==> src/rtl/dsi_video_timing_gen.sv <==
// dsi_video_timing_gen
//   Generates the parallel video stream (VSYNC/HSYNC/DE/PIXDATA) that feeds the
//   DSI byte packetizer. Pixels come from an external ready/valid source or from
//   one of three internal test patterns. Single clock domain (PIXCLK).
//
// Ports
//   PIXCLK, reset      clock, asynchronous active-high reset
//   enable             run request; a running frame always completes
//   pattern_sel        0 external, 1 colour bars, 2 solid, 3 gradient
//   solid_color        colour used by pattern 2
//   ext_pixdata/valid  external pixel source
//   ext_ready          combinational pixel request (one cycle ahead of DE)
//   underflow_clr      clears the sticky underflow flag
//   VSYNC/HSYNC/DE     registered timing outputs, active-high
//   PIXDATA            registered pixel {R,G,B}, zero outside DE
//   frame_start        pulse with the first VSYNC cycle of each frame
//   underflow          sticky: an external pixel was missing during DE
//
// state | meaning
// IDLE  | counters held at 0, all outputs low
// RUN   | counters sweep the frame; exit only on the last cycle of a frame
module dsi_video_timing_gen #(
  parameter int H_ACTIVE   = 240,
  parameter int H_SYNC     = 10,
  parameter int H_BP       = 20,
  parameter int H_FP       = 20,
  parameter int V_ACTIVE   = 240,
  parameter int V_SYNC     = 2,
  parameter int V_BP       = 4,
  parameter int V_FP       = 4,
  parameter int word_width = 24,
  parameter logic [word_width-1:0] FILL = '0
) (
  input  logic                  PIXCLK,
  input  logic                  reset,
  input  logic                  enable,
  input  logic [1:0]            pattern_sel,
  input  logic [word_width-1:0] solid_color,
  input  logic [word_width-1:0] ext_pixdata,
  input  logic                  ext_valid,
  output logic                  ext_ready,
  input  logic                  underflow_clr,
  output logic                  VSYNC,
  output logic                  HSYNC,
  output logic                  DE,
  output logic [word_width-1:0] PIXDATA,
  output logic                  frame_start,
  output logic                  underflow
);

  localparam int H_TOTAL = H_SYNC + H_BP + H_ACTIVE + H_FP;
  localparam int V_TOTAL = V_SYNC + V_BP + V_ACTIVE + V_FP;
  localparam int BAR_W   = H_ACTIVE / 8;

  typedef logic [15:0] cnt_t;

  localparam cnt_t H_LAST      = cnt_t'(H_TOTAL - 1);
  localparam cnt_t V_LAST      = cnt_t'(V_TOTAL - 1);
  localparam cnt_t H_SYNC_END  = cnt_t'(H_SYNC);
  localparam cnt_t V_SYNC_END  = cnt_t'(V_SYNC);
  localparam cnt_t H_ACT_START = cnt_t'(H_SYNC + H_BP);
  localparam cnt_t H_ACT_END   = cnt_t'(H_SYNC + H_BP + H_ACTIVE);
  localparam cnt_t V_ACT_START = cnt_t'(V_SYNC + V_BP);
  localparam cnt_t V_ACT_END   = cnt_t'(V_SYNC + V_BP + V_ACTIVE);

  typedef enum logic {IDLE = 1'b0, RUN = 1'b1} state_t;

  state_t                state, state_nxt;
  cnt_t                  h_cnt, h_nxt;
  cnt_t                  v_cnt, v_nxt;
  logic [1:0]            pat_q;
  logic [word_width-1:0] solid_q;

  logic                  run, active, at_origin;
  cnt_t                  x;
  logic [7:0]            y, xy_sum;
  logic [2:0]            bar;
  logic [word_width-1:0] pix;

  always_ff @(posedge PIXCLK or posedge reset) begin
    if (reset) begin
      state <= IDLE;
      h_cnt <= '0;
      v_cnt <= '0;
    end else begin
      state <= state_nxt;
      h_cnt <= h_nxt;
      v_cnt <= v_nxt;
    end
  end

  always_comb begin
    state_nxt = state;
    h_nxt     = h_cnt;
    v_nxt     = v_cnt;
    case (state)
      IDLE: begin
        h_nxt = '0;
        v_nxt = '0;
        if (enable) state_nxt = RUN;
      end
      RUN: begin
        if (h_cnt == H_LAST) begin
          h_nxt = '0;
          if (v_cnt == V_LAST) begin
            v_nxt = '0;
            if (!enable) state_nxt = IDLE;
          end else begin
            v_nxt = v_cnt + 16'd1;
          end
        end else begin
          h_nxt = h_cnt + 16'd1;
        end
      end
      default: state_nxt = IDLE;
    endcase
  end

  always_comb begin
    run       = (state == RUN);
    active    = run &&
                (h_cnt >= H_ACT_START) && (h_cnt < H_ACT_END) &&
                (v_cnt >= V_ACT_START) && (v_cnt < V_ACT_END);
    at_origin = run && (h_cnt == '0) && (v_cnt == '0);
    ext_ready = active && (pat_q == 2'd0);
  end

  // Source selection is frozen for the whole frame at its first cycle.
  always_ff @(posedge PIXCLK or posedge reset) begin
    if (reset) begin
      pat_q   <= '0;
      solid_q <= '0;
    end else if (at_origin) begin
      pat_q   <= pattern_sel;
      solid_q <= solid_color;
    end
  end

  // Bar index by threshold compare avoids a divider for non-power-of-two widths.
  always_comb begin
    x      = h_cnt - H_ACT_START;
    y      = v_cnt[7:0] - V_ACT_START[7:0];
    xy_sum = x[7:0] + y;
    bar    = 3'd0;
    for (int i = 1; i < 8; i++) begin
      if (x >= cnt_t'(i * BAR_W)) bar = bar + 3'd1;
    end
    pix = '0;
    case (pat_q)
      2'd0: pix = ext_valid ? ext_pixdata : FILL;
      2'd1: begin
        case (bar)
          3'd0: pix = word_width'(24'hFFFFFF);
          3'd1: pix = word_width'(24'hFFFF00);
          3'd2: pix = word_width'(24'h00FFFF);
          3'd3: pix = word_width'(24'h00FF00);
          3'd4: pix = word_width'(24'hFF00FF);
          3'd5: pix = word_width'(24'hFF0000);
          3'd6: pix = word_width'(24'h0000FF);
          default: pix = word_width'(24'h000000);
        endcase
      end
      2'd2: pix = solid_q;
      default: pix = word_width'({x[7:0], y, xy_sum});
    endcase
  end

  always_ff @(posedge PIXCLK or posedge reset) begin
    if (reset) begin
      HSYNC       <= 1'b0;
      VSYNC       <= 1'b0;
      DE          <= 1'b0;
      PIXDATA     <= '0;
      frame_start <= 1'b0;
      underflow   <= 1'b0;
    end else begin
      HSYNC       <= run && (h_cnt < H_SYNC_END);
      VSYNC       <= run && (v_cnt < V_SYNC_END);
      DE          <= active;
      PIXDATA     <= active ? pix : '0;
      frame_start <= at_origin;
      // A new miss wins over a simultaneous clear.
      if (active && (pat_q == 2'd0) && !ext_valid) underflow <= 1'b1;
      else if (underflow_clr)                       underflow <= 1'b0;
    end
  end

endmodule

==> config.mk <==
export PLATFORM = sky130hd
export DESIGN_NAME = dsi_video_timing_gen
export DESIGN_NICKNAME = d
export VERILOG_FILES = /design/src/rtl/dsi_video_timing_gen.sv
export SDC_FILE = /design/constraint.sdc
export NUM_CORES = 1
export LEC_CHECK = 0
export ABC_CLOCK_PERIOD_IN_PS = 6890
export CORE_UTILIZATION = 55
export DETAILED_ROUTE_END_ITERATION = 7
export HOLD_SLACK_MARGIN = 0.08
export PLACE_DENSITY = 0.81
export SETUP_SLACK_MARGIN = 0.5
export SLEW_MARGIN = 20
export SYNTH_ARGS = -nofsm -noshare
export SYNTH_HDL_FRONTEND = slang
export SYNTH_SLANG_ARGS = --single-unit
==> constraint.sdc <==
create_clock -name PIXCLK -period 6.89 [get_ports PIXCLK]
set_input_delay 2.067 -clock PIXCLK [delete_from_list [all_inputs] [get_ports PIXCLK]]
set_output_delay 2.067 -clock PIXCLK [all_outputs]
set_load 0.05 [all_outputs]
### Word-level counts from Yosys, hierarchy flattened

Cells that the tools add are included.

| word-level totals | value |
|---|---|
| input bits | 55 |
| output and inout port bits | 30 |
| register bits | 88 |

| operators by class | value |
|---|---|
| equal/unequal tests | 11 |
| magnitude comparators | 13 |
| add/subtract/negate cells | 11 |
| bitwise logic cells | 1 |
| reduce and logical (&&, ||, !) cells | 16 |
| multiplexer cells | 22 |

Operators by type and width:

| cell | number |
|---|---|
| $pmux 24 s7 | 1 |
| $pmux 24 s3 | 1 |
| $pmux 16 s2 | 2 |
| $ge 16x8->1 const B | 3 |
| $mux 16 | 3 |
| $mux 24 | 2 |
| $add 16x1->16 const B | 2 |
| $ge 16x5->1 const B | 2 |
| $ge 16x7->1 const B | 2 |
| $logic_not 16->1 | 2 |
| $eq 16x8->1 const B | 1 |
| $eq 16x9->1 const B | 1 |
| $ge 16x3->1 const B | 1 |
| $ge 16x6->1 const B | 1 |
| $lt 16x2->1 const B | 1 |
| $lt 16x4->1 const B | 1 |
| $lt 16x8->1 const B | 1 |
| $lt 16x9->1 const B | 1 |
| $sub 16x5->16 const B | 1 |
| $add 3x1->3 const B | 5 |
| $mux 3 | 5 |
| $logic_and 1x1->1 | 10 |
| $eq 3x3->1 const B | 3 |
| $add 8x8->8 | 1 |
| 15 further kinds | 21 |

### Depth between registers and ports, before layout

Gate-level depths: netlist of run 1.

| depth | value |
|---|---|
| depth in word-level cells | 19 |
| gate-level depth with buffers | 27 |
| gate-level depth less buffers | 26 |

### Least setup slack after synthesis of run 1

Ideal clock, no wire load.

| timing | value |
|---|---|
| path kind | register -> register |
| start | register h_cnt[1] |
| end | register PIXDATA[15] |
| cell stages (with the launch flop) | 26 |
| period minus slack after synthesis | 5622 ps |
| slack | 1268 ps |
| data arrival time | 5474 ps |
| path through | dfrtp_1 -> ha_1 -> buf_6 -> a311oi_4 -> and4bb_1 -> mux2i_1 -> nor3b_1 -> and3_1 -> ha_1 -> xor2_1 -> ha_1 -> inv_1 -> o31ai_1 -> o31a_1 -> ha_1 -> mux2_4 -> ha_1 -> mux2i_2 -> inv_1 -> ha_1 -> inv_1 -> a31oi_1 -> xor2_1 -> o41a_1 -> a221oi_1 -> a2111oi_0 |

| on the way | value |
|---|---|
| longest elaborated chain between the ends | 19 |
| elaborated cells between the ends (all ways) | 37 |

RTL lines:

| element | RTL line | RTL |
|---|---|---|
| start, declared | 69 | `cnt_t h_cnt, h_nxt;` |
| start signal, assigned | 87 | `h_cnt <= h_nxt;` |
| $sub 16x5->16 | 141 | `x = h_cnt - H_ACT_START;` |
| $ge 16x5->1 | 146 | `if (x >= cnt_t'(i * BAR_W)) bar = bar + 3'd1;` |
| $mux 1 | 146 |  |
| $add 1x1->2 | 146 |  |
| $mux 2 | 146 |  |
| $add 3x1->3 | 146 |  |
| $mux 3 | 146 |  |
| $add 3x1->3 | 146 |  |
| [3 not listed] | -- |  |
| $add 3x1->3 | 146 |  |
| $mux 3 | 146 |  |
| $add 3x1->3 | 146 |  |
| $mux 3 | 146 |  |
| $eq 3x3->1 (tied with other cells) | 152 | `case (bar)` |
| $pmux 24 s7 | 152 |  |
| $pmux 24 s3 | 149 | `case (pat_q)` |
| $mux 24 (*) | 180 | `PIXDATA <= active ? pix : '0;` |
| end signal, assigned | 180 |  |
| end, declared | 46 | `output logic [word_width-1:0] PIXDATA,` |

Every way passes the cells marked *; elsewhere a longest branch is shown, timed or not.
A chain may end at the register's enable or synchronous reset.

### Worst setup path after layout of run 1

| timing | value |
|---|---|
| start | register h_cnt[2] |
| end | register PIXDATA[15] |

The elaborated chain is that of the path after synthesis.

==> results.yml, run 1 <==
place:
  place_congestion: 0.921
  port_buffers: 84
  dp_hpwl_mm: 10.3
hold_path:
  hold_class: "flip-flop to flip-flop"
yosys:
  ys_warn_count: 0
  yosys.area_share.xor_xnor: 0.0676
  syn-num-nets: 674
  synthFlopType: "dfrtp_1"
  synthSimpleGateAreaFrac: 0.179
  post_synth_mux_area_share: 0.0641
  synth_compound_gate_area_share: 0.195
  ys_ff_latch: 88
  syn_avg_cell_area_sq_um: 9.53
  seq_area_frac_synth: 0.390
  synth_top_family_by_area: "compound AO/OA/AOI/OAI gates"
  async_reset_ff_frac: 1.00
  synth_area_sq_mm: 0.00564
  synth_edf_count: 0
  syn_inst: 592
  synth_cell_type_count: 71
  synth_fa_ha_area_frac: 0.0612
grt:
  grt-ovfl-total: 0
  antenna_found_initial: 0
  grt_pass1_wl_mm: 22.8
  grt_usage: 0.285
  grt_max_degree: 50
  grt_pass1_vias: 4544
drt:
  avgRoutedWirePerCell_um: 17.9
  vias_per_cell: 5.96
  dr_total_vias: 4759
  drc: 0
  drtPass1Iterations: 5
  first_iter_violations: 232
  wirelength_mm: 14.3
  ant_nets: 0
timing:
  finalSetupViolCount: 0
  fin_crit_ns: 5.97
  hold_slack_ns: 0.499
  fmax_ghz: 0.167
  setup_tns_ns: 0
  hold_viol_final: 0
  tightestPinTransition_ns: 0.730
  fin_crit_sh: 0.867
  finClkSkew_ns: 0.0178
  max-slew-margin-rel: 0.513
  rsz0062_at_grt: "false"
  drv_slew: 0
cells_and_area:
  diodes: 0
  fin_nets: 742
  drive_gt1_frac: 0.0962
  syn_to_final_growth_pct: 20.3
worst_setup_path:
  crit_end: "PIXDATA[15]"
  r2r_start: "h_cnt[2]"
  cp_common_cell: "ha_1"
  cp.required_ns: 7.13
  crit_path_end_kind: "flip-flop"
  critPathArrivalTime_ns: 6.22
  cp-startpoint: "h_cnt[2]"
  worstReg2RegEnd: "PIXDATA[15]"
  worstSetupStartpointType: "flip-flop"
  reg2regPathDepth: 25
  path_class: "flip-flop to flip-flop"
  crit_fanout: 16
  slowest_stage: "o41a_1"
  r2r_slack_ns: 0.92
  critPathMaxStageDelay_ns: 0.55
floorplan:
  die_y_um: 103
  ioPinCount: 85
  rows: 36
  coreArea_sq_mm: 0.00986
  die_area_sq_mm: 0.0107
  initial_utilization: 0.572
  fp.dieW_um: 103
run_status:
  status: "finished, final reports clean"
clock_tree:
  clk_pin_slew_ns: 0.10
  cts_buffers: 9
  cts_tree: "built"
  cts_setup_buffers: 0
  cts_root_buf: "clkbuf_8"
  cts_buffer_depth: 2
  h-tree-depth: 3
  cts_sinks: 88
  clock_latency_ns: 0.40
pwr:
  p_per_area_mw_per_mm2: 149
  power_mw: 1.01
  vdd_drop_max_v: 0.000166
  p_leak_nw: 2.86
run:
  drv_cap: 0
[synthesized netlist by cell type (all sizes together) (12+ instances only)]
cell type / instances / area (sq um)
o21ai: 36 / 180
a2111oi: 13 / 134
nor2: 52 / 195
xnor2: 20 / 190
nor3: 12 / 70.1
mux2: 27 / 308
inv: 21 / 78.8
nand2: 55 / 206
a21oi: 21 / 105
xor2: 21 / 191
a211oi: 13 / 97.6
buf: 13 / 82.6
clkbuf: 22 / 82.6
dfrtp: 88 / 2200
ha: 26 / 325
nand3: 20 / 100
[sequential cells by signal (all words and copies together) (netlist names)]
name,count
PIXDATA,24
DE,1
pat_q,2
HSYNC,1
underflow,1
h_cnt,16
v_cnt,16
frame_start,1
VSYNC,1
run,1
solid_q,24
[cell families (layout without fill, tap and decap cells)]
group,after synthesis,count (layout)
adder cells (fa/ha/maj),27,27
buffers and inverters,56,129
AO/OA/AOI/OAI,144,144
multiplexers,32,32
flip-flops,88,88
XOR/XNOR,41,41
AND/OR/NAND/NOR,204,204
[power by group]
part           total [mW]  leakage (nW)  internal [mW]  switching [mW]
logic              0.0765          1.61         0.0410          0.0355
registers           0.530          1.14          0.524         0.00605
clock network       0.407         0.107          0.206           0.201
[metal layers]
metal | share of wire | vias to the layer above | track usage
met3 | 0.046 | 21 | 0.0685
met2 | 0.48 | 141 | 0.446
met4 | 0.020 | 0 | 0.0943
met1 | 0.46 | 2324 | 0.392
met5 | 0 | - | 0
li1 | - | 2273 | -
[layout by cell type, fill, tap and decap left out, drive strengths merged, types with 5 or more instances in the layout]
cell type      netlist  layout
a2111oi             13      13
a211oi              13      13
a21oi               21      21
a221oi               9       9
a22oi                6       6
a2bb2oi              6       6
and2                 7       7
and3                11      11
buf                 13       8
clkbuf              22      10
clkdlybuf4s50        0      84
dfrtp               88      88
ha                  26      26
inv                 21      22
mux2                27      27
mux2i                5       5
nand2               55      55
nand2b               5       5
nand3               20      20
nand4                6       6
nor2                52      52
nor2b               11      11
nor3                12      12
nor4                 5       5
o21ai               36      36
o31ai                8       8
xnor2               20      20
xor2                21      21
[critical path: cells and delay by family, from the launching register on]
| family | cells | cell delay (ns) |
|---|---|---|
| buffers and inverters | 4 | 0.28 |
| AO/OA/AOI/OAI | 8 | 1.73 |
| adder cells (fa/ha/maj) | 6 | 1.57 |
| flip-flops | 1 | 0.52 |
| AND/OR/NAND/NOR | 2 | 0.71 |
| multiplexers | 3 | 0.64 |
| XOR/XNOR | 2 | 0.37 |
[cell type report]
cell class                      instances  area (sq um)
Clock inverter                          6          90.1
Clock buffer                           10           128
Inverter                               21          80.1
Fill cell                             752          3080
Sequential cell                        88          2200
Timing Repair Buffer                   92           901
Multi-Input combinational cell        448          3220
Tap cell                              133           166
[how the worst min path moves through the flow]
stage	cells after the start	slack, ns	startpoint	end
6_report	1	0.50	solid_q[5]	solid_q[5]
5_1_grt	1	0.52	solid_q[13]	solid_q[13]
4_1_cts	1	0.50	solid_q[5]	solid_q[5]
3_5_place_dp	1	0.47	solid_q[5]	solid_q[5]
3_3_place_gp	1	0.47	solid_q[5]	solid_q[5]
2_1_floorplan	1	0.46	solid_q[0]	solid_q[0]
[stage by stage]
step | setup slack [ns] | util | cell area, sq um | std cells
6_report | 0.915 | 0.688 | 6790 | 798
3_3_place_gp | 0.753 | 0.664 | 6550 | 782
3_5_place_dp | 0.588 | 0.664 | 6550 | 782
2_1_floorplan | 1.27 | - | 5640 | 592
4_1_cts | 0.576 | 0.686 | 6770 | 798
5_1_grt | 0.538 | 0.688 | 6790 | 798
[what timing repair did]
item,in CTS,in global routing
resized for setup,0,5
endpoints found under the setup margin,0,8
hold buffers,0,0
No activity file was read; power rests on OpenSTA's default activity.
==> run 2, diff against run 1 <==
--- a/config.mk
+++ b/config.mk
@@ -6,9 +6,9 @@
 export NUM_CORES = 1
 export LEC_CHECK = 0
-export ABC_CLOCK_PERIOD_IN_PS = 6890
-export CORE_UTILIZATION = 55
+export ABC_CLOCK_PERIOD_IN_PS = 5000
+export CORE_UTILIZATION = 50
 export DETAILED_ROUTE_END_ITERATION = 7
 export HOLD_SLACK_MARGIN = 0.08
-export PLACE_DENSITY = 0.81
+export PLACE_DENSITY = 0.78
 export SETUP_SLACK_MARGIN = 0.5
 export SLEW_MARGIN = 20
==> constraint.sdc (replaced) <==
create_clock -name PIXCLK -period 5 [get_ports PIXCLK]
set_input_delay 1.5 -clock PIXCLK [delete_from_list [all_inputs] [get_ports PIXCLK]]
set_output_delay 1.5 -clock PIXCLK [all_outputs]
set_load 0.01 [all_outputs]
==> run 2 against run 1 <==
The run now ends with setup timing left; flip-flop and latch count unchanged; critical path type unchanged; largest cell class unchanged; wire length rose by 7.8%; via count increased by 6.9%; clock power increased by 72%; combinational power grew 46%; setup slack got worse by 1.2 ns; global-route usage fell by 0.68 points; utilization down 0.71 points; sequential power up 38%; clock skew decreased by 0.011 ns.
==> results.yml, run 2 (same netlist as run 1, synthesis figures left out) <==
drt:
  first_iter_violations: 343
  avgRoutedWirePerCell_um: 18.2
  drtPass1Iterations: 5
  ant_nets: 0
  dr_total_vias: 5087
  drc: 0
  wirelength_mm: 15.4
  vias_per_cell: 6.01
clock_tree:
  cts_tree: "built"
  clk_pin_slew_ns: 0.06
  cts_root_buf: "clkbuf_16"
  clock_latency_ns: 0.35
  cts_buffer_depth: 2
  h-tree-depth: 3
  cts_buffers: 9
  hold_buffers: 0
  cts_sinks: 88
run_status:
  status: "finished, violations left"
  violations: "setup timing"
timing:
  hold_viol_final: 0
  final.setup.worst_slack_ns: -0.245
  fmax_ghz: 0.191
  fin_crit_sh: 1.05
  tightestPinTransition_ns: 0.763
  fin_crit_ns: 5.25
  rsz0062_at_grt: "true"
  drv_slew: 0
  finClkSkew_ns: 0.00681
  max-slew-margin-rel: 0.491
  finalSetupViolCount: 8
floorplan:
  ioPinCount: 85
  die_area_sq_mm: 0.0117
  rows: 38
  coreArea_sq_mm: 0.0109
  initial_utilization: 0.516
  die_y_um: 108
  fp.dieW_um: 108
worst_setup_path:
  cp.required_ns: 5.22
  path_buf_inv: 5
  path_class: "flip-flop to flip-flop"
  cp_common_cell: "ha_4"
  crit_fanout: 5
  critPathArrivalTime_ns: 5.47
  cpLargestDelayFamily: "adder cells"
  crit_path_end_kind: "flip-flop"
  critPathMaxStageDelay_ns: 0.42
  slowest_stage: "dfrtp_1"
  worstSetupStartpointType: "flip-flop"
cells_and_area:
  largestRegisters: "PIXDATA: 24 flops, solid_q: 24 flops"
  utilization: 0.681
  syn_to_final_growth_pct: 32.0
  drive_gt1_frac: 0.190
  mostFrequentLayoutCell: "dfrtp_1"
  fin_nets: 784
  diodes: 0
  most-common-layout-cells: "dfrtp_1, clkdlybuf4s50_1, nand2_1, nor2_1, buf_4"
  nFillCells: 838
place:
  dp_hpwl_mm: 11.1
  place_congestion: 0.993
  port_buffers: 84
  dp_slack_ns: -0.239
hold_path:
  hold_class: "flip-flop to flip-flop"
pwr:
  pwr-share-seq: 0.473
  p_leak_nw: 3.15
  internal-power_mw: 1.20
  vdd_drop_max_v: 0.000246
  p_per_area_mw_per_mm2: 207
  power_frac_comb: 0.073
  power_switching_uw: 347
  clockPowerShare: 0.454
  p_sw_frac: 0.224
grt:
  grt_pass1_wl_mm: 25.1
  grt_usage: 0.279
  grt_max_degree: 63
  grt_pass1_vias: 5033
  grt-ovfl-total: 0
  antenna_found_initial: 0
run:
  drv_cap: 0
[run 2: changes by cell type in the layout (fill, tap and decap cells not counted), moves of 5 or more]
cell       before  now
a2111oi_2       3    8
buf_4           8   45
clkbuf_16       0    9
a2111oi_0       8    2
clkbuf_8        9    2
[run 2: routing by layer]
layer / global-route usage / up-vias / wire (um)
met2: 0.461 / 184 / 7650
li1: - / 2362 / -
met5: 0 / - / 0
met3: 0.0567 / 24 / 768
met1: 0.362 / 2517 / 6680
met4: 0.0959 / 0 / 321
[run 2: stage by stage]
stage               hold WS, ns  cells  setup TNS [ns]  power (mW)  area (sq um)
floorplan                 0.457    592           -1.37       0.791          5730
global placement          0.469    825               0       0.847          6930
detailed placement        0.474    825           -1.50       0.851          6930
CTS                       0.489    846           -1.06        1.56          7360
global route              0.509    847           -3.28        1.60          7450
finish                    0.488    847           -1.69        1.55          7450
[run 2: area by class of cell]
| cell class | instances | area [sq um] | area share |
|---|---|---|---|
| sequential | 88 | 2200 | 0.296 |
| multi-input combinational | 448 | 3420 | 0.459 |
| clock buffer | 11 | 253 | 0.0339 |
| clock inverter | 5 | 62.6 | 0.00840 |
| inverter | 21 | 81.3 | 0.0109 |
| timing repair buffer | 134 | 1250 | 0.168 |
| tap | 140 | 175 | 0.0235 |
[run 2: repair_timing]
action,CTS,global route
pin swaps,8,8
gates resized for setup,18,17
endpoints found under the hold margin,0,0
setup buffers,5,1
endpoints found under the setup margin,16,17
[run 2: power by group through the flow]
stage	registers, mW	logic [mW]	clock network (mW)
finish	0.731	0.112	0.702
global route	0.732	0.123	0.746
CTS	0.730	0.111	0.717
detailed placement	0.744	0.107	0
global placement	0.743	0.104	0
floorplan	0.739	0.0513	0
[run 2: path summary, 6_finish.rpt]
kind / startpoint / end / slack (ns) / depth (start not counted)
max: h_cnt[2] / PIXDATA[10] / -0.25 / 26
min: solid_q[1] / solid_q[1] / 0.49 / 1
max reg2reg: h_cnt[2] / PIXDATA[10] / -0.25 / 26
min reg2reg: solid_q[1] / solid_q[1] / 0.49 / 1
max in group asynchronous: reset / solid_q[22] / 2.52 / 3
min in group asynchronous: reset / solid_q[11] / 1.66 / 2
==> run 3, diff against run 2 <==
Settings changed: CORE_MARGIN set to 4.
==> run 3 against run 2 <==
The run still ends with setup timing left; register-to-register slack better by 0.06 ns; combinational power up 6%; clock power down 0.9%; critical path depth unchanged; clock-buffer cell count down 1; total power down 0.13%; sequential share of layout area down 0.37 points; non-clock buffer count up 9; wire length up 2.7%.
==> results.yml, run 3 (same netlist as run 1, synthesis figures left out) <==
run_status:
  status: "finished, violations left"
  violations: "setup timing"
place:
  dp_slack_ns: -0.377
  dp_hpwl_mm: 11.5
  port_buffers: 84
  dp.cells: 832
  place_congestion: 0.897
  placed_cell_area_sq_mm: 0.00698
timing:
  max-slew-margin-rel: 0.402
  tightestPinTransition_ns: 0.896
  hold_viol_final: 0
  final.setup.worst_slack_ns: -0.182
  fin_crit_ns: 5.18
  drv_slew: 0
  finalSetupViolCount: 8
  finClkSkew_ns: 0.0107
  hold_slack_ns: 0.490
  fin_crit_sh: 1.04
  fmax_ghz: 0.193
  rsz0062_at_grt: "true"
  setup_tns_ns: -1.20
worst_setup_path:
  worstSetupStartpointType: "flip-flop"
  path_class: "flip-flop to flip-flop"
  critPathMaxStageDelay_ns: 0.43
  path_buf_inv: 5
  r2r_start: "h_cnt[1]"
  cpLargestDelayFamily: "adder cells"
  reg2regPathDepth: 26
  slowest_stage: "dfrtp_2"
  crit_fanout: 5
  cp.required_ns: 5.21
  crit_path_end_kind: "flip-flop"
  r2r_slack_ns: -0.18
  worstReg2RegEnd: "PIXDATA[10]"
  cp_common_cell: "ha_4"
  critPathArrivalTime_ns: 5.39
grt:
  grt_max_degree: 59
  grt_usage: 0.245
  grt-ovfl-total: 0
  grt_pass1_wl_mm: 25.5
  antenna_found_initial: 0
  grt_pass1_vias: 5142
drt:
  ant_nets: 0
  dr_total_vias: 5062
  vias_per_cell: 5.91
  avgRoutedWirePerCell_um: 18.5
  drc: 0
  first_iter_violations: 281
  drtPass1Iterations: 5
  wirelength_mm: 15.8
hold_path:
  hold-path-endpoint: "solid_q[14]"
  hp-start: "solid_q[14]"
  whs_path_depth: 1
  hold_class: "flip-flop to flip-flop"
pwr:
  p_leak_nw: 3.21
  pwr-share-seq: 0.472
  vdd_drop_max_v: 0.000163
  internal-power_mw: 1.19
  clockPowerShare: 0.451
  power_frac_comb: 0.077
  p_per_area_mw_per_mm2: 205
  p_sw_frac: 0.231
  power_switching_uw: 357
cells_and_area:
  most-common-layout-cells: "dfrtp_1, clkdlybuf4s50_1, buf_4, nand2_1, nor2_1"
  mostFrequentLayoutCell: "dfrtp_1"
  drive_gt1_frac: 0.205
  nFillCells: 814
  multiInputGateArea_sq_mm: 0.00346
  fin_nets: 793
  final_area_sq_mm: 0.00754
  seqCellArea_sq_mm: 0.00220
  syn_to_final_growth_pct: 33.7
  largestRegisters: "PIXDATA: 24 flops, solid_q: 24 flops"
  finalNonFillerCells: 856
  diodes: 0
clock_tree:
  cts_sinks: 88
  clock_latency_ns: 0.35
  cts_buffers: 9
  clk_pin_slew_ns: 0.07
  cts_buffer_depth: 2
  cts_tree: "built"
  cts_root_buf: "clkbuf_16"
  h-tree-depth: 3
  hold_buffers: 0
floorplan:
  coreArea_sq_mm: 0.0109
  ioPinCount: 85
  die_y_um: 114
  rows: 38
  die_area_sq_mm: 0.0131
  initial_utilization: 0.516
  fp.dieW_um: 114
run:
  drv_cap: 0
==> run 3: cell types whose count changed in the layout (fill, tap and decap cells not counted), sizes merged <==
cell      change
buf           +9
clkbuf        -1
clkinv        +3
clkinvlp      -1
inv           -1
==> run 3: what timing repair did <==
action                                  4_1_cts  5_1_grt
endpoints found under the setup margin       16       16
pin swaps                                    13       13
setup buffers                                 5        3
gates resized for setup                      23       16
==> run 3: cell type report <==
class	instances	share of cell area
Sequential cell	88	0.292
Multi-Input combinational cell	448	0.459
Tap cell	140	0.0232
Clock buffer	10	0.0317
Timing Repair Buffer	143	0.174
Clock inverter	6	0.00912
Inverter	21	0.0108
==> run 3: worst max-delay path by stage <==
| stage | startpoint | end | cells after the start |
|---|---|---|---|
| after CTS | h_cnt[1] | PIXDATA[15] | 26 |
| final | h_cnt[1] | PIXDATA[10] | 26 |
| after global routing | h_cnt[1] | PIXDATA[10] | 29 |
| after global placement | h_cnt[1] | PIXDATA[12] | 27 |
| after detailed placement | h_cnt[1] | PIXDATA[12] | 27 |
| after floorplan | h_cnt[1] | PIXDATA[15] | 26 |
==> run 3: routing by layer <==
| layer | track usage | part of all wire | wire length, um |
|---|---|---|---|
| met5 | 0 | 0 | 0 |
| met3 | 0.0423 | 0.052 | 817 |
| met4 | 0.0736 | 0.017 | 269 |
| met2 | 0.415 | 0.51 | 8010 |
| met1 | 0.323 | 0.43 | 6740 |
==> run 3: power groups by stage <==
stage	Sequential, mW	Clock [mW]	Combinational, mW
final	0.729	0.696	0.119
after global routing	0.729	0.732	0.129
after CTS	0.728	0.703	0.115
after detailed placement	0.742	0	0.110
after global placement	0.741	0	0.107
after floorplan	0.739	0	0.0513
==> run 3: stage by stage <==
stage                      util  total power, mW
after floorplan               -            0.791
after global placement    0.638            0.848
after detailed placement  0.638            0.852
after CTS                 0.678             1.55
after global routing      0.690             1.59
final                     0.690             1.54
